File: src/rtl/pid_seq_datapath.sv
// Sequential PID datapath: error, integrator and derivative terms, three serial
// radix-2 Booth multiplies, then a saturating sum registered onto duty_o.
//
// state | meaning
// IDLE  | waiting for start_i; clr_i clears integrator and previous error
// ERR   | err = sat(xset - xmeas)
// INTEG | sumerr = sat(sumerr + err)
// DIFF  | diferr = sat(err - preverr), preverr = err, load kp*err multiply
// MULP  | W Booth steps of kp*err
// MULI  | W Booth steps of ki*sumerr
// MULD  | W Booth steps of kd*diferr
// SUM1  | acc = sat(P + I)
// SUM2  | acc = sat(acc + D), duty and done registered for the DONE cycle
// DONE  | done_o high for one cycle, back to IDLE
module pid_seq_datapath #(
   parameter int W            = 14,
   parameter int FRAC         = 12,
   parameter int UNSIGNED_OUT = 1
) (
   input  logic                clk,
   input  logic                rst_n,
   input  logic                start_i,
   input  logic                clr_i,
   input  logic signed [W-1:0] xset_i,
   input  logic signed [W-1:0] xmeas_i,
   input  logic signed [W-1:0] kp_i,
   input  logic signed [W-1:0] ki_i,
   input  logic signed [W-1:0] kd_i,
   output logic signed [W-1:0] duty_o,
   output logic                busy_o,
   output logic                done_o
);

   localparam logic [3:0] S_IDLE  = 4'd0;
   localparam logic [3:0] S_ERR   = 4'd1;
   localparam logic [3:0] S_INTEG = 4'd2;
   localparam logic [3:0] S_DIFF  = 4'd3;
   localparam logic [3:0] S_MULP  = 4'd4;
   localparam logic [3:0] S_MULI  = 4'd5;
   localparam logic [3:0] S_MULD  = 4'd6;
   localparam logic [3:0] S_SUM1  = 4'd7;
   localparam logic [3:0] S_SUM2  = 4'd8;
   localparam logic [3:0] S_DONE  = 4'd9;

   localparam int CW = $clog2(W);
   localparam logic [CW-1:0]       CNT_LOAD = CW'(W - 1);
   localparam logic signed [W-1:0] MAXV     = {1'b0, {(W-1){1'b1}}};
   localparam logic signed [W-1:0] MINV     = {1'b1, {(W-1){1'b0}}};

   function automatic logic signed [W-1:0] sat_add(input logic signed [W-1:0] a,
                                                   input logic signed [W-1:0] b);
      logic signed [W-1:0] s;
      s = a + b;
      if ((a[W-1] == b[W-1]) && (s[W-1] != a[W-1])) return a[W-1] ? MINV : MAXV;
      return s;
   endfunction

   function automatic logic signed [W-1:0] sat_sub(input logic signed [W-1:0] a,
                                                   input logic signed [W-1:0] b);
      logic signed [W-1:0] s;
      s = a - b;
      if ((a[W-1] != b[W-1]) && (s[W-1] != a[W-1])) return a[W-1] ? MINV : MAXV;
      return s;
   endfunction

   // Scaled product fits in W bits only if all bits above the W-bit sign agree.
   function automatic logic signed [W-1:0] sat_prod(input logic signed [2*W:0] p);
      logic signed [2*W:0] s;
      s = p >>> FRAC;
      if ((&s[2*W:W-1]) || ~(|s[2*W:W-1])) return s[W-1:0];
      return s[2*W] ? MINV : MAXV;
   endfunction

   logic [3:0]          state_q, state_d;
   logic [CW-1:0]       cnt_q, cnt_d;
   logic signed [W-1:0] xset_q, xset_d, xmeas_q, xmeas_d;
   logic signed [W-1:0] kp_q, kp_d, ki_q, ki_d, kd_q, kd_d;
   logic signed [W-1:0] err_q, err_d, sumerr_q, sumerr_d;
   logic signed [W-1:0] diferr_q, diferr_d, preverr_q, preverr_d;
   logic signed [W-1:0] pterm_q, pterm_d, iterm_q, iterm_d, dterm_q, dterm_d;
   logic signed [W-1:0] acc_q, acc_d, duty_q, duty_d;
   logic signed [2*W:0] prod_q, prod_d;
   logic                booth_q, booth_d;
   logic                busy_q, busy_d, done_q, done_d;

   logic signed [W-1:0]   mcand;
   logic signed [W:0]     hi, hi_sum;
   logic [W-1:0]          lo;
   logic signed [2*W+1:0] shifted;
   logic signed [2*W:0]   prod_step;
   logic                  booth_step;

   // Booth step: hi carries one guard bit so that subtracting the most
   // negative multiplicand cannot overflow.
   always_comb begin
      mcand = kd_q;
      if (state_q == S_MULP) mcand = kp_q;
      else if (state_q == S_MULI) mcand = ki_q;
      hi = prod_q[2*W:W];
      lo = prod_q[W-1:0];
      case ({lo[0], booth_q})
         2'b01:   hi_sum = hi + {mcand[W-1], mcand};
         2'b10:   hi_sum = hi - {mcand[W-1], mcand};
         default: hi_sum = hi;
      endcase
      shifted    = $signed({hi_sum, lo, booth_q}) >>> 1;
      prod_step  = shifted[2*W+1:1];
      booth_step = shifted[0];
   end

   always_comb begin
      state_d   = state_q;
      cnt_d     = cnt_q;
      xset_d    = xset_q;
      xmeas_d   = xmeas_q;
      kp_d      = kp_q;
      ki_d      = ki_q;
      kd_d      = kd_q;
      err_d     = err_q;
      sumerr_d  = sumerr_q;
      diferr_d  = diferr_q;
      preverr_d = preverr_q;
      pterm_d   = pterm_q;
      iterm_d   = iterm_q;
      dterm_d   = dterm_q;
      acc_d     = acc_q;
      duty_d    = duty_q;
      prod_d    = prod_q;
      booth_d   = booth_q;
      done_d    = 1'b0;
      busy_d    = (state_q != S_IDLE) && (state_q != S_DONE);
      case (state_q)
         S_IDLE: begin
            if (clr_i) begin
               sumerr_d  = '0;
               preverr_d = '0;
            end
            if (start_i) begin
               xset_d  = xset_i;
               xmeas_d = xmeas_i;
               kp_d    = kp_i;
               ki_d    = ki_i;
               kd_d    = kd_i;
               state_d = S_ERR;
            end
         end
         S_ERR: begin
            err_d   = sat_sub(xset_q, xmeas_q);
            state_d = S_INTEG;
         end
         S_INTEG: begin
            sumerr_d = sat_add(sumerr_q, err_q);
            state_d  = S_DIFF;
         end
         S_DIFF: begin
            diferr_d  = sat_sub(err_q, preverr_q);
            preverr_d = err_q;
            prod_d    = {{(W+1){1'b0}}, err_q};
            booth_d   = 1'b0;
            cnt_d     = CNT_LOAD;
            state_d   = S_MULP;
         end
         S_MULP, S_MULI, S_MULD: begin
            prod_d  = prod_step;
            booth_d = booth_step;
            cnt_d   = cnt_q - 1'b1;
            if (cnt_q == '0) begin
               cnt_d   = CNT_LOAD;
               booth_d = 1'b0;
               if (state_q == S_MULP) begin
                  pterm_d = sat_prod(prod_step);
                  prod_d  = {{(W+1){1'b0}}, sumerr_q};
                  state_d = S_MULI;
               end else if (state_q == S_MULI) begin
                  iterm_d = sat_prod(prod_step);
                  prod_d  = {{(W+1){1'b0}}, diferr_q};
                  state_d = S_MULD;
               end else begin
                  dterm_d = sat_prod(prod_step);
                  prod_d  = '0;
                  state_d = S_SUM1;
               end
            end
         end
         S_SUM1: begin
            acc_d   = sat_add(pterm_q, iterm_q);
            state_d = S_SUM2;
         end
         S_SUM2: begin
            // duty is registered here so it appears together with done_o.
            acc_d   = sat_add(acc_q, dterm_q);
            duty_d  = ((UNSIGNED_OUT != 0) && acc_d[W-1]) ? '0 : acc_d;
            done_d  = 1'b1;
            state_d = S_DONE;
         end
         S_DONE:  state_d = S_IDLE;
         default: state_d = S_IDLE;
      endcase
   end

   always_ff @(posedge clk or negedge rst_n) begin
      if (!rst_n) begin
         state_q   <= S_IDLE;
         cnt_q     <= '0;
         xset_q    <= '0;
         xmeas_q   <= '0;
         kp_q      <= '0;
         ki_q      <= '0;
         kd_q      <= '0;
         err_q     <= '0;
         sumerr_q  <= '0;
         diferr_q  <= '0;
         preverr_q <= '0;
         pterm_q   <= '0;
         iterm_q   <= '0;
         dterm_q   <= '0;
         acc_q     <= '0;
         duty_q    <= '0;
         prod_q    <= '0;
         booth_q   <= 1'b0;
         busy_q    <= 1'b0;
         done_q    <= 1'b0;
      end else begin
         state_q   <= state_d;
         cnt_q     <= cnt_d;
         xset_q    <= xset_d;
         xmeas_q   <= xmeas_d;
         kp_q      <= kp_d;
         ki_q      <= ki_d;
         kd_q      <= kd_d;
         err_q     <= err_d;
         sumerr_q  <= sumerr_d;
         diferr_q  <= diferr_d;
         preverr_q <= preverr_d;
         pterm_q   <= pterm_d;
         iterm_q   <= iterm_d;
         dterm_q   <= dterm_d;
         acc_q     <= acc_d;
         duty_q    <= duty_d;
         prod_q    <= prod_d;
         booth_q   <= booth_d;
         busy_q    <= busy_d;
         done_q    <= done_d;
      end
   end

   assign duty_o = duty_q;
   assign busy_o = busy_q;
   assign done_o = done_q;

endmodule

File: config.mk
export PLATFORM = sky130hd
export DESIGN_NAME = pid_seq_datapath
export DESIGN_NICKNAME = d
export VERILOG_FILES = /design/src/rtl/pid_seq_datapath.sv
export SDC_FILE = /design/constraint.sdc
export NUM_CORES = 1
export LEC_CHECK = 0
export CORE_MARGIN = 4
export CORE_UTILIZATION = 50
export DETAILED_ROUTE_END_ITERATION = 6
export PLACE_DENSITY = 0.74
export SYNTH_ARGS = -nofsm -noshare
export SYNTH_HDL_FRONTEND = slang
export SYNTH_SLANG_ARGS = --single-unit
File: constraint.sdc
create_clock -name clk -period 9.79 [get_ports clk]
set_clock_uncertainty 0.2 [all_clocks]
set_input_delay 1.958 -clock clk [delete_from_list [all_inputs] [get_ports clk]]
set_output_delay 1.958 -clock clk [all_outputs]
set_load 0.02 [all_outputs]
======== After elaboration in Yosys (flattened, before gate mapping) ========
Cells that the tools add are included.
word-level totals
  logic and storage cells ................. 144
  bits in writable memories ............... 0
  input port bits ......................... 74
  output and inout port bits .............. 16
  memory bits (read-only) ................. 0
  bits in latches ......................... 0
  memories ................................ 0
  flip-flop bits (word level) ............. 236
operators by class
  shift operators ......................... 0
  mux-type cells .......................... 65
  add/sub/neg operators ................... 8
  divide/modulo/power cells ............... 0
  eq/ne operators ......................... 24
  bitwise gates (word level) .............. 3
  multipliers ............................. 0
  reduce and logical (&&, ||, !) cells .... 24
  $lt $le $gt $ge ......................... 0
operators by type and width
  cell                                                                    count
  14-bit 2-to-1 mux                                                       26
  14-bit one-hot mux with 2 select lines                                  3
  29-bit one-hot mux with 2 select lines                                  1
  14-bit adder                                                            3
  15-bit one-hot mux with 2 select lines                                  1
  29-bit 2-to-1 mux                                                       1
  4-bit one-hot mux with 7 select lines                                   1
  14-bit subtractor                                                       2
  1-bit 2-to-1 mux                                                        25
  4-bit by 3-bit equality test with 1-bit output (second input constant)  4
  15-bit adder                                                            1
  15-bit subtractor                                                       1
  13-bit 2-to-1 mux                                                       1
  4-bit 2-to-1 mux                                                        3
  4-bit by 2-bit equality test with 1-bit output (second input constant)  2
  4-bit zero test                                                         2
  4-bit one-hot mux with 2 select lines                                   1
  2-bit AND reduction                                                     4
  4-bit AND reduction                                                     2
  2-bit nonzero test                                                      4
  1-bit != test                                                           7
  1-bit logical AND                                                       6
  2-bit != test (second input constant)                                   3
  3-bit AND reduction                                                     2
  13 further kinds                                                        18

======== Longest topological paths before layout ========
Gate-level depths: netlist (run 1).
  depth in word-level cells ............... 14
  mapped depth ............................ 21
  depth with buffers taken out ............ 18

======== Worst setup path after synthesis (run 1) ========
Ideal clock, no wire load.
  path kind ............................... register -> register
  start ................................... register state_q[1]
  end ..................................... register dterm_q[10]
  setup slack ............................. 5.366 ns
  buffers on the path ..................... 3
  data required time ...................... 9.510 ns
  arrival ................................. 4.143 ns
  library setup time ...................... 0.080 ns
  period minus slack after synthesis ...... 4.424 ns
  stages on the path, launching flop included .. 21
  cell sequence ........................... dfrtp_1 or3b_1 buf_6 o21ai_0 inv_1 ha_1 o211a_2 a21oi_1 xor2_1 ha_1 and3_1 a221oi_1 o21ai_1 a21oi_1 a21oi_1 o31a_1 a22oi_2 nor2_1 buf_6 buf_6 o211ai_2
between the ends
  longest elaborated chain between the ends .. 14
  elaborated cells between the ends (all ways) .. 24
  those cells by class .................... add/sub: 2; eq/ne: 3; mux: 11; bitwise: 3; reduce/logical: 5
ends and longest elaborated chain
  what                                               RTL line      text
  start: declaration                                 74            logic [3:0] state_q, state_d;
  start signal: assignment                           224           state_q <= state_d;
  4-bit by 3-bit equality test with 1-bit output     98, 132, 174
  14-bit 2-to-1 mux                                  98            else if (state_q == S_MULI) mcand = ki_q;
  14-bit 2-to-1 mux                                  97            if (state_q == S_MULP) mcand = kp_q;
  15-bit subtractor or 15-bit adder (tied branches)  103, 102
  15-bit one-hot mux with 2 select lines             101           case ({lo[0], booth_q})
  3-bit OR reduction                                 70            if ((&s[2*W:W-1]) || ~(|s[2*W:W-1])) return s[W-1:0];
  1-bit inverter                                     70
  1-bit logical OR                                   70
  1-bit 2-to-1 mux                                   70
  1-bit 2-to-1 mux                                   174           end else if (state_q == S_MULI) begin
  1-bit 2-to-1 mux                                   170           if (state_q == S_MULP) begin
  1-bit 2-to-1 mux                                   167           if (cnt_q == '0) begin
  1-bit 2-to-1 mux                                   132           case (state_q)
  14-bit 2-to-1 mux                                  71            return s[2*W] ? MINV : MAXV;
  end signal: assignment                             237           dterm_q <= dterm_d;
  end: declaration                                   80            logic signed [W-1:0] pterm_q, pterm_d, iterm_q, iterm_d, dterm_q, dterm_d;
Several ways; a longest one is shown, not always the timed one. The select of a mux whose other input is x is not followed.
A chain may end at the register's enable or synchronous reset.

======== Final worst setup path (run 1) ========
  start ................................... register state_q[0]
  end ..................................... register iterm_q[7]
between the ends
  longest elaborated chain between the ends .. 14
  elaborated cells between the ends (all ways) .. 23
  those cells by class .................... add/sub: 2; eq/ne: 3; mux: 11; bitwise: 2; reduce/logical: 5
ends and longest elaborated chain
  what                                               RTL line      text
  4-bit by 3-bit equality test with 1-bit output     98, 132, 174
  14-bit 2-to-1 mux                                  98
  14-bit 2-to-1 mux                                  97
  15-bit subtractor or 15-bit adder (tied branches)  103, 102
  15-bit one-hot mux with 2 select lines             101
  3-bit OR reduction                                 70
  1-bit inverter                                     70
  1-bit logical OR                                   70
  1-bit 2-to-1 mux                                   70
  1-bit 2-to-1 mux                                   174
  1-bit 2-to-1 mux                                   170
  1-bit 2-to-1 mux                                   167
  1-bit 2-to-1 mux                                   132
  14-bit 2-to-1 mux                                  71
  end signal: assignment                             236           iterm_q <= iterm_d;
  end: declaration                                   80
Several ways; a longest one is shown, not always the timed one. The select of a mux whose other input is x is not followed.

==> results of run 1 <==
## synthesized netlist by cell type (4+ instances only)
| cell | n |
|---|---|
| a31oi_1 | 18 |
| buf_2 | 7 |
| and2_1 | 10 |
| a41oi_1 | 13 |
| a21o_1 | 16 |
| nor3_1 | 25 |
| a221o_1 | 9 |
| mux2_2 | 79 |
| nor2_1 | 128 |
| a311oi_1 | 4 |
| clkbuf_1 | 51 |
| nand3b_1 | 10 |
| o31ai_1 | 11 |
| nor2b_1 | 22 |
| a21boi_0 | 7 |
| nor4_1 | 5 |
| o31a_1 | 4 |
| a21oi_1 | 109 |
| o21bai_1 | 6 |
| nand2_1 | 183 |
| or3_1 | 12 |
| buf_6 | 4 |
| nand3_1 | 18 |
| o21a_1 | 14 |
| o22ai_1 | 9 |
| inv_1 | 73 |
| a211o_1 | 5 |
| xor2_1 | 27 |
| or2_2 | 10 |
| dfrtp_1 | 234 |
| xnor2_1 | 38 |
| a211oi_1 | 10 |
| a22o_1 | 16 |
| mux2i_1 | 16 |
| fa_1 | 8 |
| o211ai_2 | 20 |
| ha_1 | 82 |
| o211ai_1 | 18 |
| nand2b_1 | 25 |
| o21ai_0 | 94 |
| and3_1 | 5 |
## power by group
group | total [mW] | switching (mW) | internal (mW)
clock network | 1.01 | 0.400 | 0.615
registers | 0.998 | 0.0129 | 0.985
logic | 0.197 | 0.100 | 0.0968
total | 2.21 | 0.513 | 1.70
## metrics by stage
step | total power, mW | utilization (%) | setup WS (ns)
floorplan | 1.131 | - | 5.366
global placement | 1.207 | 55.06 | 4.246
detailed placement | 1.213 | 55.06 | 4.039
CTS | 2.227 | 58.26 | 4.010
global route | 2.292 | 58.26 | 3.615
finish | 2.210 | 58.26 | 3.979
## how the worst min path moves through the flow
stage,from,endpoint
floorplan,diferr_q[2]$_DFFE_PN0P_,diferr_q[2]$_DFFE_PN0P_
global placement,diferr_q[1]$_DFFE_PN0P_,diferr_q[1]$_DFFE_PN0P_
detailed placement,duty_o[9]$_DFFE_PN0P_,duty_o[9]$_DFFE_PN0P_
CTS,duty_o[9]$_DFFE_PN0P_,duty_o[9]$_DFFE_PN0P_
global route,duty_o[9]$_DFFE_PN0P_,duty_o[9]$_DFFE_PN0P_
finish,duty_o[9]$_DFFE_PN0P_,duty_o[9]$_DFFE_PN0P_
## cells by family after synthesis
group / count (synthesis) / synth area share, %
other cells: 1 / 0.02653
fa+ha+maj: 92 / 8.535
xor+xnor: 65 / 4.028
mux: 95 / 7.428
buf+inv: 137 / 3.940
simple gates: 467 / 15.25
compound gates: 408 / 19.36
flops: 234 / 41.43
## cell type report
class / count / area share, %
sequential: 234 / 36.08
multi-input combinational: 1128 / 47.76
clock buffer: 36 / 4.618
timing repair buffer: 101 / 6.059
inverter: 73 / 1.688
tap: 378 / 2.914
clock inverter: 11 / 0.8788
## critical path, delay by kind of cell, from the launching register on
kind	cells	cell delay (ns)
adders and majority gates	1	0.33
xor gates and xnor gates	2	0.48
muxes	1	0.40
AOI/OAI and AO/OA	8	1.62
and+or+nand+nor	4	1.54
DFF	1	0.70
buffers and inverters	1	0.34
## per-layer routing
layer / GRT usage [%] / share of wire [%]
met1: 29.95 / 45
met2: 38.13 / 48
met3: 3.276 / 4.7
met4: 5.848 / 2.4
met5: 0 / 0
==> flow_summary.json, run 1 <==
{
  "rows": 61,
  "crit_chain": "buf_4 -> mux2_2 -> nor4b_4 -> or2_2 -> and3_1 -> a21oi_1 -> xor2_1 -> ha_1 -> a21o_1 -> a221oi_1 -> o21ai_1 -> a21oi_1 -> a21oi_1 -> xnor2_1 -> a22oi_2 -> nor2_4 -> o211ai_1",
  "reg2reg_depth": 17,
  "largest_reg_flops": 28,
  "synth_top_area_share_pct": 41.43,
  "power.density_nw_per_um2": 136.1,
  "outcome": "complete, no violations",
  "tritoncts": "yes",
  "grt_start_max_net_pins": 88,
  "ys_top_cells_by_area": "dfrtp_1 41%, ha_1 7.3%, mux2_2 6.3%, nand2_1 4.9%, a21oi_1 3.9%",
  "vdd_drop_max_uv": 114.6,
  "numCtsBuffers": 27,
  "avgViaCountPerCell": 5.777,
  "layout_common_cells": "234 x dfrtp_1, 183 x nand2_1, 126 x nor2_1",
  "multiInputGateArea_um2": 7752,
  "nFillCells": 2363,
  "grt_pass1_wl_mm": 57.62,
  "ys_seq_area_share_pct": 41.43,
  "hold_class": "flip-flop to flip-flop",
  "cp-end-kind": "flip-flop",
  "drt_iter0_markers": 839,
  "n_antenna_cell": 0,
  "startpoint_type": "flip-flop",
  "dp.cells": 1914,
  "postCtsHoldBufs": 0,
  "worst_path_most_repeated_cell": "a21oi_1",
  "routed_wl_mm": 34.73,
  "fmax_mhz": 172.1,
  "gp_congestion": 0.8796,
  "wl_per_cell_um": 17.71,
  "leakage_nw": 7.306,
  "fin_cells": 1961,
  "dp_hpwl_mm": 25.69,
  "start_util_pct": 50.73,
  "drtPass1Iterations": 6,
  "crit_path_max_fanout": 38,
  "port_buffers": 88,
  "cp.required_ns": 9.94,
  "synth_nets": 1663,
  "fin_nets": 1729,
  "crit_end": "iterm_q[7]$_DFFE_PN0P_",
  "coreArea_um2": 27860,
  "slew-limit-headroom_pct": 25.32,
  "timing.rr.start": "state_q[0]$_DFFE_PN0P_",
  "worst_hold_slack_ns": 0.2799,
  "vias": 11330,
  "yosysTopAreaCell": "dfrtp_1",
  "drive_above_1_share_pct": 11.43,
  "rr_endpoint": "iterm_q[7]$_DFFE_PN0P_",
  "synth-main-ff-cell": "dfrtp_1",
  "synth_warnings": 0,
  "tightest_slew_ns": 1.118,
  "syn_area_um2": 14130,
  "worst_path_max_delay_cell": "nor2_4",
  "slowest_delay_ns": 0.88,
  "cts_root_buffer": "clkbuf_16",
  "crit_start": "state_q[0]$_DFFE_PN0P_",
  "synth_cell_types": 69,
  "hold_viol": 0,
  "num_io_pins": 90,
  "clockBufferDepth": 3,
  "setup-tns-final_ns": 0,
  "synthCells": 1499,
  "ys_async_sr_fraction_pct": 100.0,
  "clkLatencyLatePin_ns": 0.53,
  "ff_latch_area_um2": 5856,
  "fin_crit_sh_pct": 59.36,
  "antenna_found_initial": 0,
  "synth-edff-count": 0,
  "drv_slew": 0,
  "dieArea_um2": 31020,
  "clk_pin_slew_ns": 0.06,
  "setup_viol": 0,
  "postCtsSetupBuffers": 0,
  "cts.sinks": 234,
  "synth_seq_cells": 234,
  "maxCapViolCount": 0,
  "path_class": "flip-flop to flip-flop",
  "final_common_cell": "dfrtp_1",
  "period_needed_ns": 5.811,
  "postSynthAreaPerCell_um2": 9.428,
  "die_w_um": 176.1,
  "drc_errors": 0,
  "arrival_ns": 5.96,
  "syn_to_final_growth_pct": 14.85,
  "cts_resized": 0,
  "fin_area_um2": 16230,
  "drtAntennaViolNets": 0,
  "htreeDepth": 1,
  "grt_pass1_vias": 11420,
  "grt.overflow.total": 0,
  "place_area_um2": 15340,
  "r2r_slack_ns": 3.98,
  "worst_hold_path.num_cells": 2,
  "rsz0062_at_grt": "false",
  "track_usage_pct": 22.31,
  "top_register": "prod_q",
  "fp.dieH_um": 176.1
}
Note: power is estimated with default switching activity, not from simulation.
==> run 2, diff against run 1 <==
Settings changed: PLACE_DENSITY 0.74 to 0.77.
Clock period 9.79 ns to 5 ns, I/O delays scaled along.
==> run 2 against run 1 <==
Against the previous run:
- sequential share of layout area fell by 0.55 points
- die area did not move
- first-iteration DRC count fell by 6.8%
- core utilization rose by 0.92 points
- sequential power rose by 95%
- fmax rose by 22%
- power rose by 110%
==> flow_summary.json, run 2 (synthesis gave the netlist of run 1 again) <==
{
  "htreeDepth": 1,
  "drc_errors": 0,
  "vdd_drop_max_uv": 282.3,
  "numCtsBuffers": 28,
  "path_class": "flip-flop to flip-flop",
  "arrival_ns": 5.00,
  "period_needed_ns": 4.751,
  "setup-tns-final_ns": 0,
  "power_frac_seq_pct": 42.7,
  "port_buffers": 88,
  "cp.required_ns": 5.25,
  "power.density_nw_per_um2": 277.0,
  "worst_path_max_delay_cell": "dfrtp_1",
  "tightest_slew_ns": 1.155,
  "switchingPower_mw": 1.074,
  "maxCapViolCount": 0,
  "start_util_pct": 50.73,
  "hold_class": "flip-flop to flip-flop",
  "fin_crit_sh_pct": 95.02,
  "p_int_mw": 3.493,
  "setup_viol": 0,
  "startpoint_type": "flip-flop",
  "grt.overflow.total": 0,
  "leakage_nw": 7.420,
  "wl_per_cell_um": 17.55,
  "routed_wl_mm": 34.66,
  "crit_chain": "buf_4 -> nor3b_4 -> nor4_1 -> or2_2 -> and3_1 -> a21oi_1 -> xor2_1 -> ha_1 -> a21o_1 -> a221oi_2 -> o21ai_1 -> a21oi_1 -> a21oi_1 -> o31a_1 -> a22oi_2 -> nor2_4 -> buf_4 -> o311ai_2",
  "top_register": "prod_q",
  "vias": 11500,
  "dp_hpwl_mm": 25.26,
  "crit_path_max_fanout": 14,
  "drtAntennaViolNets": 0,
  "avgViaCountPerCell": 5.821,
  "worst_path_most_repeated_cell": "a21oi_1",
  "syn_to_final_growth_pct": 16.66,
  "p_clk_share_pct": 48.7,
  "place_area_um2": 15430,
  "num_io_pins": 90,
  "rsz0062_at_grt": "false",
  "cts_root_buffer": "clkbuf_16",
  "fin_area_um2": 16490,
  "gp_congestion": 0.9164,
  "hold_viol": 0,
  "outcome": "complete, no violations",
  "rows": 61,
  "fmax_mhz": 210.5,
  "fp.dieH_um": 176.1,
  "n_antenna_cell": 0,
  "tritoncts": "yes",
  "layout_common_cells": "233 x dfrtp_1, 183 x nand2_1, 127 x nor2_1",
  "slowest_delay_ns": 0.38,
  "grt_pass1_wl_mm": 56.18,
  "slew-limit-headroom_pct": 22.36,
  "grt_start_max_net_pins": 121,
  "final_common_cell": "dfrtp_1",
  "clk_pin_slew_ns": 0.07,
  "p_sw_share_pct": 23.52,
  "coreArea_um2": 27860,
  "track_usage_pct": 21.84,
  "dieArea_um2": 31020,
  "cts.sinks": 234,
  "largest_reg_flops": 28,
  "fin_nets": 1740,
  "drt_iter0_markers": 782,
  "clockBufferDepth": 3,
  "drive_above_1_share_pct": 12.77,
  "drv_slew": 0,
  "antenna_found_initial": 0,
  "cp-end-kind": "flip-flop",
  "combPwrFrac_pct": 8.5,
  "die_w_um": 176.1,
  "drtPass1Iterations": 7,
  "grt_pass1_vias": 11360,
  "clkLatencyLatePin_ns": 0.56,
  "final_util_pct": 59.18
}
run 2: cell types whose count changed in the layout (fill, tap and decap cells not counted), sizes merged:
| cell | change |
|---|---|
| buf | +10 |
| clkbuf | -5 |
| bufinv | +3 |
| clkinv | +3 |
| clkinvlp | +3 |
run 2: final timing paths:
path / to / from / depth (start not counted) / slack, ns
worst max-delay path: dterm_q[1]$_DFFE_PN0P_ / state_q[1]$_DFFE_PN0P_ / 18 / 0.25
worst min-delay path: duty_o[0]$_DFFE_PN0P_ / duty_o[0]$_DFFE_PN0P_ / 2 / 0.27
worst max register to register: dterm_q[1]$_DFFE_PN0P_ / state_q[1]$_DFFE_PN0P_ / 18 / 0.25
worst min register to register: duty_o[0]$_DFFE_PN0P_ / duty_o[0]$_DFFE_PN0P_ / 2 / 0.27
max in group asynchronous: kp_q[8]$_DFFE_PN0P_ / rst_n / 2 / 3.28
min in group asynchronous: duty_o[10]$_DFFE_PN0P_ / rst_n / 1 / 0.34
run 2: worst max-delay path: cells and delay by family (launching register included):
| family | cells | cell delay, ns |
|---|---|---|
| buffers and inverters | 2 | 0.37 |
| AND/OR/NAND/NOR | 5 | 1.06 |
| flip-flops | 1 | 0.38 |
| adder cells (fa/ha/maj) | 1 | 0.30 |
| XOR/XNOR | 1 | 0.19 |
| AO/OA/AOI/OAI | 9 | 2.14 |
run 2: metal layers:
layer  track usage (%)  vias up  wire length [µm]  part of all wire [%]
met5                 0        -                 0                     0
met3             3.298       69              1958                   5.6
met4             6.530        0               855                   2.5
met2             37.17      328             16440                    47
li1                  -     5496                 -                     -
met1             29.03     5604             15410                    44
run 2: final cells by class:
cell class,instances,area [µm²]
Sequential cell,234,5857
Fill cell,2300,11370
Clock buffer,31,732.0
Timing Repair Buffer,111,1084
Multi-Input combinational cell,1128,7779
Tap cell,378,473.0
Inverter,73,274.0
Clock inverter,20,289.0
run 2: power by group through the flow:
stage / Combinational, mW / Sequential [mW] / Clock (mW)
floorplan: 0.239 / 1.98 / 0
global placement: 0.379 / 1.98 / 0
detailed placement: 0.389 / 1.99 / 0
CTS: 0.392 / 1.95 / 2.25
global route: 0.434 / 1.96 / 2.33
finish: 0.390 / 1.95 / 2.23
run 2: per-stage QoR:
stage          std cells  hold slack [ns]  setup WS (ns)  power (mW)
2_1_floorplan       1499           0.2484         0.5762       2.215
6_report            1975           0.2746         0.2490       4.568
3_5_place_dp        1923           0.2691        0.02055       2.375
3_3_place_gp        1923           0.2633         0.2216       2.363
5_1_grt             1975           0.2948       0.005264       4.717
4_1_cts             1974           0.2829       0.007701       4.599
run 2: timing repair:
action | 4_1_cts | 5_1_grt
resized for setup | 0 | 8
endpoints found under the setup margin | 0 | 43
buffers inserted | 0 | 1
hold buffers | 0 | 0
==> run 3, diff against run 2 <==
Settings changed: DONT_BUFFER_PORTS from default to 1, PLACE_DENSITY 0.77 to 0.73.
==> run 3 against run 2 <==
Against the previous run:
- the flow now finishes with violations (hold timing)
- combinational power shrank 24%
- largest power group unchanged
- global-route usage increased by 0.082 points
- routed wire length fell by 0.72%
- critical path depth grew 1
- clock power decreased by 12%
- clock-buffer cell count is 7 higher
- fmax is 1.0% higher
- flip-flop and latch count did not move
- via count is 3.5% lower
==> flow_summary.json, run 3 (synthesis gave the netlist of run 1 again) <==
{
  "outcome": "complete, but fails checks",
  "violations": "hold timing",
  "numCtsBuffers": 27,
  "track_usage_pct": 21.92,
  "p_clk_share_pct": 46.5,
  "cts_root_buffer": "clkbuf_16",
  "port_buffers": 0,
  "vdd_drop_max_uv": 246.0,
  "leakage_nw": 7.069,
  "fp.dieH_um": 176.1,
  "drv_slew": 0,
  "crit_path_max_fanout": 38,
  "hold_viol": 17,
  "pre_cts_slack_ns": -0.04308,
  "period_needed_ns": 4.703,
  "fmax_mhz": 212.6,
  "die_w_um": 176.1,
  "rsz0062_at_grt": "false",
  "rows": 61,
  "final_common_cell": "dfrtp_1",
  "slowest_delay_ns": 0.38,
  "reg2reg_depth": 19,
  "path_class": "flip-flop to flip-flop",
  "drive_above_1_share_pct": 13.40,
  "power_frac_seq_pct": 46.4,
  "dieArea_um2": 31020,
  "top_register": "prod_q",
  "largest_reg_flops": 28,
  "num_io_pins": 90,
  "startpoint_type": "flip-flop",
  "worst_path_most_repeated_cell": "a21oi_1",
  "syn_to_final_growth_pct": 9.960,
  "hold_class": "input port to async pin",
  "vias": 11100,
  "power.density_nw_per_um2": 270.5,
  "crit_chain": "buf_4 -> nor3b_4 -> buf_12 -> nor4_1 -> or2_2 -> and3_1 -> a21oi_1 -> xor2_1 -> ha_1 -> a21o_1 -> a221oi_4 -> o21ai_1 -> a21oi_1 -> a21oi_1 -> o31a_1 -> a22oi_2 -> nor2_4 -> buf_12 -> o311ai_2",
  "fin_ws_ns": 0.2967,
  "coreArea_um2": 27860,
  "worst_path_max_delay_cell": "dfrtp_1",
  "p_int_mw": 3.219,
  "final_util_pct": 55.78,
  "multiInputGateArea_um2": 7779,
  "drtAntennaViolNets": 0,
  "htreeDepth": 1,
  "arrival_ns": 4.95,
  "grt_pass1_vias": 11200,
  "fin_crit_sh_pct": 94.07,
  "grt.overflow.total": 0,
  "avgViaCountPerCell": 5.847,
  "routed_wl_mm": 34.41,
  "wl_per_cell_um": 18.13,
  "grt_start_max_net_pins": 235,
  "drc_errors": 0,
  "worst_hold_slack_ns": -0.02925,
  "cp.required_ns": 5.24,
  "layout_common_cells": "234 x dfrtp_1, 183 x nand2_1, 126 x nor2_1",
  "nFillCells": 2419,
  "clk_pin_slew_ns": 0.06,
  "p_sw_share_pct": 23.42,
  "ff_latch_area_um2": 5856,
  "clockBufferDepth": 3,
  "drt_iter0_markers": 866,
  "tightest_slew_ns": 1.063,
  "fin_nets": 1659,
  "antenna_found_initial": 8,
  "gp_congestion": 0.8823,
  "grt_pass1_wl_mm": 56.39,
  "drtPass1Iterations": 7,
  "clkLatencyLatePin_ns": 0.56,
  "cts.sinks": 234,
  "maxCapViolCount": 0,
  "setup_viol": 0,
  "slew-limit-headroom_pct": 29.07,
  "combPwrFrac_pct": 7.0,
  "start_util_pct": 50.73,
  "switchingPower_mw": 0.9848,
  "cp-end-kind": "flip-flop",
  "tritoncts": "yes",
  "dp_hpwl_mm": 25.10
}
==> run 3: worst paths after layout <==
check / start / end / slack, ns
setup / recovery: state_q[1]$_DFFE_PN0P_ / dterm_q[2]$_DFFE_PN0P_ / 0.30
hold reg to reg: diferr_q[1]$_DFFE_PN0P_ / diferr_q[1]$_DFFE_PN0P_ / 0.28
max in group asynchronous: rst_n / xset_q[0]$_DFFE_PN0P_ / 4.09
hold / removal: rst_n / done_o$_DFF_PN0_ / -0.03
min in group clk: diferr_q[1]$_DFFE_PN0P_ / diferr_q[1]$_DFFE_PN0P_ / 0.28
setup reg to reg: state_q[1]$_DFFE_PN0P_ / dterm_q[2]$_DFFE_PN0P_ / 0.30
==> run 3: metrics by stage <==
step / total power, mW / hold WS [ns] / cells / cell area (µm²) / TNS [ns]
after floorplan: 2.215 / 0.2484 / 1499 / 14130 / 0
after global placement: 2.267 / 0.2606 / 1841 / 14590 / 0
after detailed placement: 2.277 / 0.2698 / 1841 / 14590 / -0.1345
after CTS: 4.238 / -0.06320 / 1891 / 15490 / 0
after global routing: 4.355 / -0.05135 / 1896 / 15530 / 0
final: 4.204 / -0.02925 / 1898 / 15540 / 0
==> run 3: what timing repair did <==
action | 4_1_cts | 5_1_grt
pin swaps | 1 | 1
buffers inserted | 1 | 2
endpoints found under the setup margin | 13 | 38
gates cloned | 0 | 0
endpoints found under the hold margin | 234 | 229
gates resized for setup | 2 | 4
==> run 3: power by group through the flow <==
stage | Combinational, mW | Clock [mW] | Sequential, mW
global route | 0.328 | 2.07 | 1.95
finish | 0.296 | 1.96 | 1.95
floorplan | 0.239 | 0 | 1.98
global placement | 0.283 | 0 | 1.98
detailed placement | 0.292 | 0 | 1.99
CTS | 0.295 | 1.99 | 1.95
==> run 3: layout make-up <==
| class | count | area share, % |
|---|---|---|
| antenna | 5 | 0.08052 |
| clock buffer | 38 | 5.064 |
| clock inverter | 11 | 0.6522 |
| inverter | 73 | 1.763 |
| multi-input combinational | 1128 | 50.06 |
| sequential | 234 | 37.68 |
| tap | 378 | 3.043 |
| timing repair buffer | 31 | 1.659 |
==> run 3: per-layer routing <==
layer / wire, µm / global-route usage, % / share of wire, %
met2: 16940 / 37.35 / 49
met1: 14410 / 27.65 / 42
met3: 1868 / 4.561 / 5.4
met5: 48 / 0 / 0.14
met4: 1141 / 8.057 / 3.3
==> run 3: critical path: cells and delay by family (launching register included) <==
family,cells,cell delay (ns)
buf+inv,3,0.56
fa+ha+maj,1,0.31
xor+xnor,1,0.19
simple gates,5,0.86
flops,1,0.38
compound gates,9,2.04
==> variant 1 (config.mk and constraints of run 3) <==
Change the parameter `W` from 14 to 7.
--- a/src/rtl/pid_seq_datapath.sv
+++ b/src/rtl/pid_seq_datapath.sv
@@ -13,7 +13,7 @@
 // SUM2  | acc = sat(acc + D), duty and done registered for the DONE cycle
 // DONE  | done_o high for one cycle, back to IDLE
 module pid_seq_datapath #(
-   parameter int W            = 14,
+   parameter int W            = 7,
    parameter int FRAC         = 12,
    parameter int UNSIGNED_OUT = 1
 ) (
Ports: changed (6 resized); port bits go from 90 to 48. The function was not compared with the original's and may differ.
==> variant 1 against run 3 <==
Design area shrank 57%. Wire length is 62% lower. Sequential cell count shrank 128. Setup slack gained 0.65 ns. Area after synthesis shrank 55%. Critical path depth fell by 5. Global-route usage shrank 2.5 points. Power is 28% higher. Cell count down 57%. Sequential share of layout area up 1.6 points. Die area shrank 53%. Count of clock-buffer cells in the layout shrank 28. Critical endpoint is now pterm_q[5]. Largest power group is now combinational logic.
==> variant 1: results (changes against run 3) <==
INFO  cells_and_area final.clkbuf_count=10 [was 38]
INFO  status         outcome=finished, final reports clean [was complete, but fails checks]
INFO  placement      dpl-instance-area=6450µm² [was 14,600 µm²]
INFO  global_route   initial_antenna_violation_count=0 [was 8]
INFO  worst_setup_path cp_slowest_stage_delay=0.63ns [was 0.38 ns]
INFO  yosys          synth_compound_gate_area_share=0.185 [was 0.194]
INFO  cells_and_area inv_count=46 [was 73]
INFO  routing        drtPass1Iterations=4 [was 7]
INFO  cells_and_area seqAreaFraction=0.393 [was 0.377]
INFO  clocking       clock-sinks=106 [was 234]
INFO  cells_and_area n_antenna_cell=0 [was 5]
INFO  power          vdd.ir_drop.worst=422µV [was 246 µV]
INFO  placement      post-dp-hpwl=9.80mm [was 25.1 mm]
INFO  clocking       cts_repair_resize_count=0 [was 2]
INFO  cells_and_area final.signal_buffer_count=3 [was 31]
INFO  power          power.density=796nW/µm² [was 271 nW/µm²]
INFO  yosys          synthXorXnorAreaFrac=0.0331 [was 0.0403]
INFO  yosys          synthTopCellsByArea=sky130_fd_sc_hd__dfrtp_1, sky130_fd_sc_hd__ha_1, sky130_fd_sc_hd__mux2_2 [unchanged]
INFO  worst_setup_path crit_path_top_delay_cell=sky130_fd_sc_hd__or3b_1 [was sky130_fd_sc_hd__dfrtp_1]
INFO  cells_and_area multi_input_gates=485 [was 1,128]
INFO  clocking       ctsLongestPathBuffers=2 [was 3]
INFO  cells_and_area largest_reg_flops=14 [was 28]
INFO  power          p_sw_frac=0.445 [was 0.234]
INFO  routing        route.final.wire_length=13.0mm [was 34.4 mm]
INFO  cells_and_area multi_input_gate_area_in_the_final_layout=3400µm² [was 7780 µm²]
INFO  routing        first_iter_violations=296 [was 866]
==> variant 1: cell count changes after synthesis, sizes merged, moves of 17 or more <==
cell / delta
dfrtp: -128
nand2: -128
nor2: -70
a21oi: -50
ha: -45
mux2: -39
o21ai: -38
o211ai: -36
clkbuf: -33
inv: -28
xnor2: -25
nor3: -17
xor2: -17
==> variant 1: worst paths after layout <==
kind / from / end / slack, ns / cells past startpoint
min: rst_n / prod_q[3] / 0.14 / 0
max in group asynchronous: rst_n / prod_q[7] / 4.31 / 0
max: state_q[1] / pterm_q[5] / 0.94 / 14
min reg2reg: preverr_q[0] / preverr_q[0] / 0.29 / 2
min in group clk: preverr_q[0] / preverr_q[0] / 0.29 / 2
max reg2reg: state_q[1] / pterm_q[5] / 0.94 / 14
==> variant 1: routing by layer <==
layer / track usage / routed length (µm) / vias up
li1: - / - / 2304
met2: 0.321 / 6240 / 100
met3: 0.0631 / 784 / 14
met1: 0.244 / 5820 / 2195
met4: 0.0559 / 178 / 0
met5: 0 / 0 / -
==> variant 2 (settings of run 3) <==
Made on the original files. Add an input register stage for `ki_i`, with the module's reset; this delays it by one clock. The other inputs are not delayed to match.
--- a/src/rtl/pid_seq_datapath.sv
+++ b/src/rtl/pid_seq_datapath.sv
@@ -47,6 +47,16 @@
    localparam logic signed [W-1:0] MAXV     = {1'b0, {(W-1){1'b1}}};
    localparam logic signed [W-1:0] MINV     = {1'b1, {(W-1){1'b0}}};
 
+   logic signed [W-1:0] ki_r;
+
+   always_ff @(posedge clk or negedge rst_n) begin
+      if (!rst_n) begin
+         ki_r <= '0;
+      end else begin
+         ki_r <= ki_i;
+      end
+   end
+
    function automatic logic signed [W-1:0] sat_add(input logic signed [W-1:0] a,
                                                    input logic signed [W-1:0] b);
       logic signed [W-1:0] s;
@@ -139,7 +149,7 @@
                xset_d  = xset_i;
                xmeas_d = xmeas_i;
                kp_d    = kp_i;
-               ki_d    = ki_i;
+               ki_d    = ki_r;
                kd_d    = kd_i;
                state_d = S_ERR;
             end
Function: no difference found for any inputs over 4 cycles, from zero or initial values and one cycle with rst_n low; that may be too few to reach the edited logic, so the function may still have changed.
==> variant 2 against run 3 <==
The run still ends with hold timing left. Design area rose by 3.0%. Largest cell class unchanged. Fmax fell by 0.49%. Sequential cell count rose by 14. Power rose by 7.1%. Wire length fell by 3.7%. Hold slack got worse by 0.0056 ns. Cell count rose by 1.3%. Area after synthesis rose by 2.5%. Setup slack got worse by 0.023 ns.
==> variant 2: results (changes against run 3) <==
INFO  routing        wl_met2=15.1mm [was 16.9 mm]
INFO  yosys          syn-num-nets=1,680 [was 1,663]
INFO  sta            relSlewSlack=0.261 [was 0.291]
INFO  placement      dpl-instance-area=14,900µm² [was 14,600 µm²]
INFO  status         failed_checks=hold timing [unchanged]
INFO  routing        routed_wire_length_per_instance=17.2µm [was 18.1 µm]
INFO  sta            final_hold_viol_count=33 [was 17]
INFO  worst_setup_path cp_slowest_stage_delay=0.61ns [was 0.38 ns]
INFO  routing        drtPass1Iterations=5 [was 7]
INFO  global_route   grt_usage=0.210 [was 0.219]
INFO  status         outcome=complete, but fails checks [unchanged]
INFO  yosys          multiplexer_share_of_the_synthesized_area=0.0694 [was 0.0743]
INFO  worst_setup_path timing.rr.start=state_q[3] [was state_q[1]]
INFO  yosys          synth_compound_gate_area_share=0.187 [was 0.194]
INFO  power          p_sw=1.05mW [was 985 µW]
INFO  global_route   pin_count_of_the_biggest_net_entering_global_routing=249 [was 235]
INFO  cells_and_area final_net_count=1,680 [was 1,659]
INFO  worst_setup_path crit_path_top_delay_cell=sky130_fd_sc_hd__or4_1 [was sky130_fd_sc_hd__dfrtp_1]
INFO  global_route   initial_antenna_violation_count=2 [was 8]
INFO  routing        route.final.wire_length=33.1mm [was 34.4 mm]
INFO  sta            whs=-0.0349ns [was -0.0293 ns]
INFO  clocking       tritoncts.num_buffers=28 [was 27]
INFO  placement      numPlacedInstances=1,868 [was 1,841]
INFO  worst_setup_path critPathMaxFanout=7 [was 38]
INFO  yosys          synthXorXnorAreaFrac=0.0446 [was 0.0403]
variant 2: changes by cell type after synthesis, moves of 8 or more:
cell                        delta
sky130_fd_sc_hd__a22o_1       +10
sky130_fd_sc_hd__dfrtp_1      +14
sky130_fd_sc_hd__nand2_1      -29
sky130_fd_sc_hd__nor2_1       +31
sky130_fd_sc_hd__nor3_1        +8
sky130_fd_sc_hd__o211ai_1      -9
sky130_fd_sc_hd__o211ai_2     -20
sky130_fd_sc_hd__o2bb2ai_1    +12
variant 2: layout make-up:
class                           instances  area [µm²]  share of cell area
Multi-Input combinational cell       1132        7850               0.490
Sequential cell                       248        6210               0.388
Clock buffer                           35         767              0.0479
Tap cell                              384         480              0.0300
Inverter                               76         285              0.0178
Timing Repair Buffer                   30         236              0.0148
Clock inverter                         16         186              0.0116
Antenna cell                            1        2.50            0.000156
variant 2: how the worst max path moves through the flow:
| stage | startpoint | end | slack, ns |
|---|---|---|---|
| detailed placement | state_q[3] | iterm_q[6] | 0.10 |
| global placement | state_q[3] | iterm_q[5] | 0.19 |
| global route | state_q[3] | pterm_q[5] | -0.01 |
| floorplan | state_q[0] | dterm_q[0] | 0.29 |
| finish | state_q[3] | dterm_q[0] | 0.27 |
| CTS | state_q[3] | iterm_q[6] | 0.04 |
variant 2: through the flow:
stage                     hold slack [ns]  setup TNS [ns]
after floorplan                     0.248               0
after global placement              0.260               0
after detailed placement            0.265               0
after CTS                         -0.0617               0
after global routing              -0.0549         -0.0144
final                             -0.0349               0
variant 2: cells by family (layout without fill, tap and decap cells):
group | count (synthesis) | count (layout)
AND/OR/NAND/NOR | 467 | 468
AO/OA/AOI/OAI | 407 | 407
flip-flops | 248 | 248
buffers and inverters | 137 | 157
adder cells (fa/ha/maj) | 93 | 93
multiplexers | 91 | 91
XOR/XNOR | 72 | 72
other | 1 | 2
variant 2: what timing repair did:
| action | 4_1_cts | 5_1_grt |
|---|---|---|
| gates resized for setup | 0 | 22 |
| setup endpoints to repair | 0 | 39 |
| endpoints found under the hold margin | 248 | 184 |
| setup buffers | 0 | 1 |
variant 2: power groups by stage:
stage	logic, mW	clock network, mW	registers [mW]
after floorplan	0.266	0	2.11
after global placement	0.312	0	2.11
after detailed placement	0.320	0	2.12
after CTS	0.322	2.14	2.08
after global routing	0.368	2.22	2.09
final	0.326	2.09	2.08
variant 2: routing by layer:
metal | up-vias | GRT usage
li1 | 5444 | -
met1 | 5430 | 0.294
met2 | 307 | 0.336
met3 | 58 | 0.0443
met4 | 2 | 0.0544
met5 | - | 0
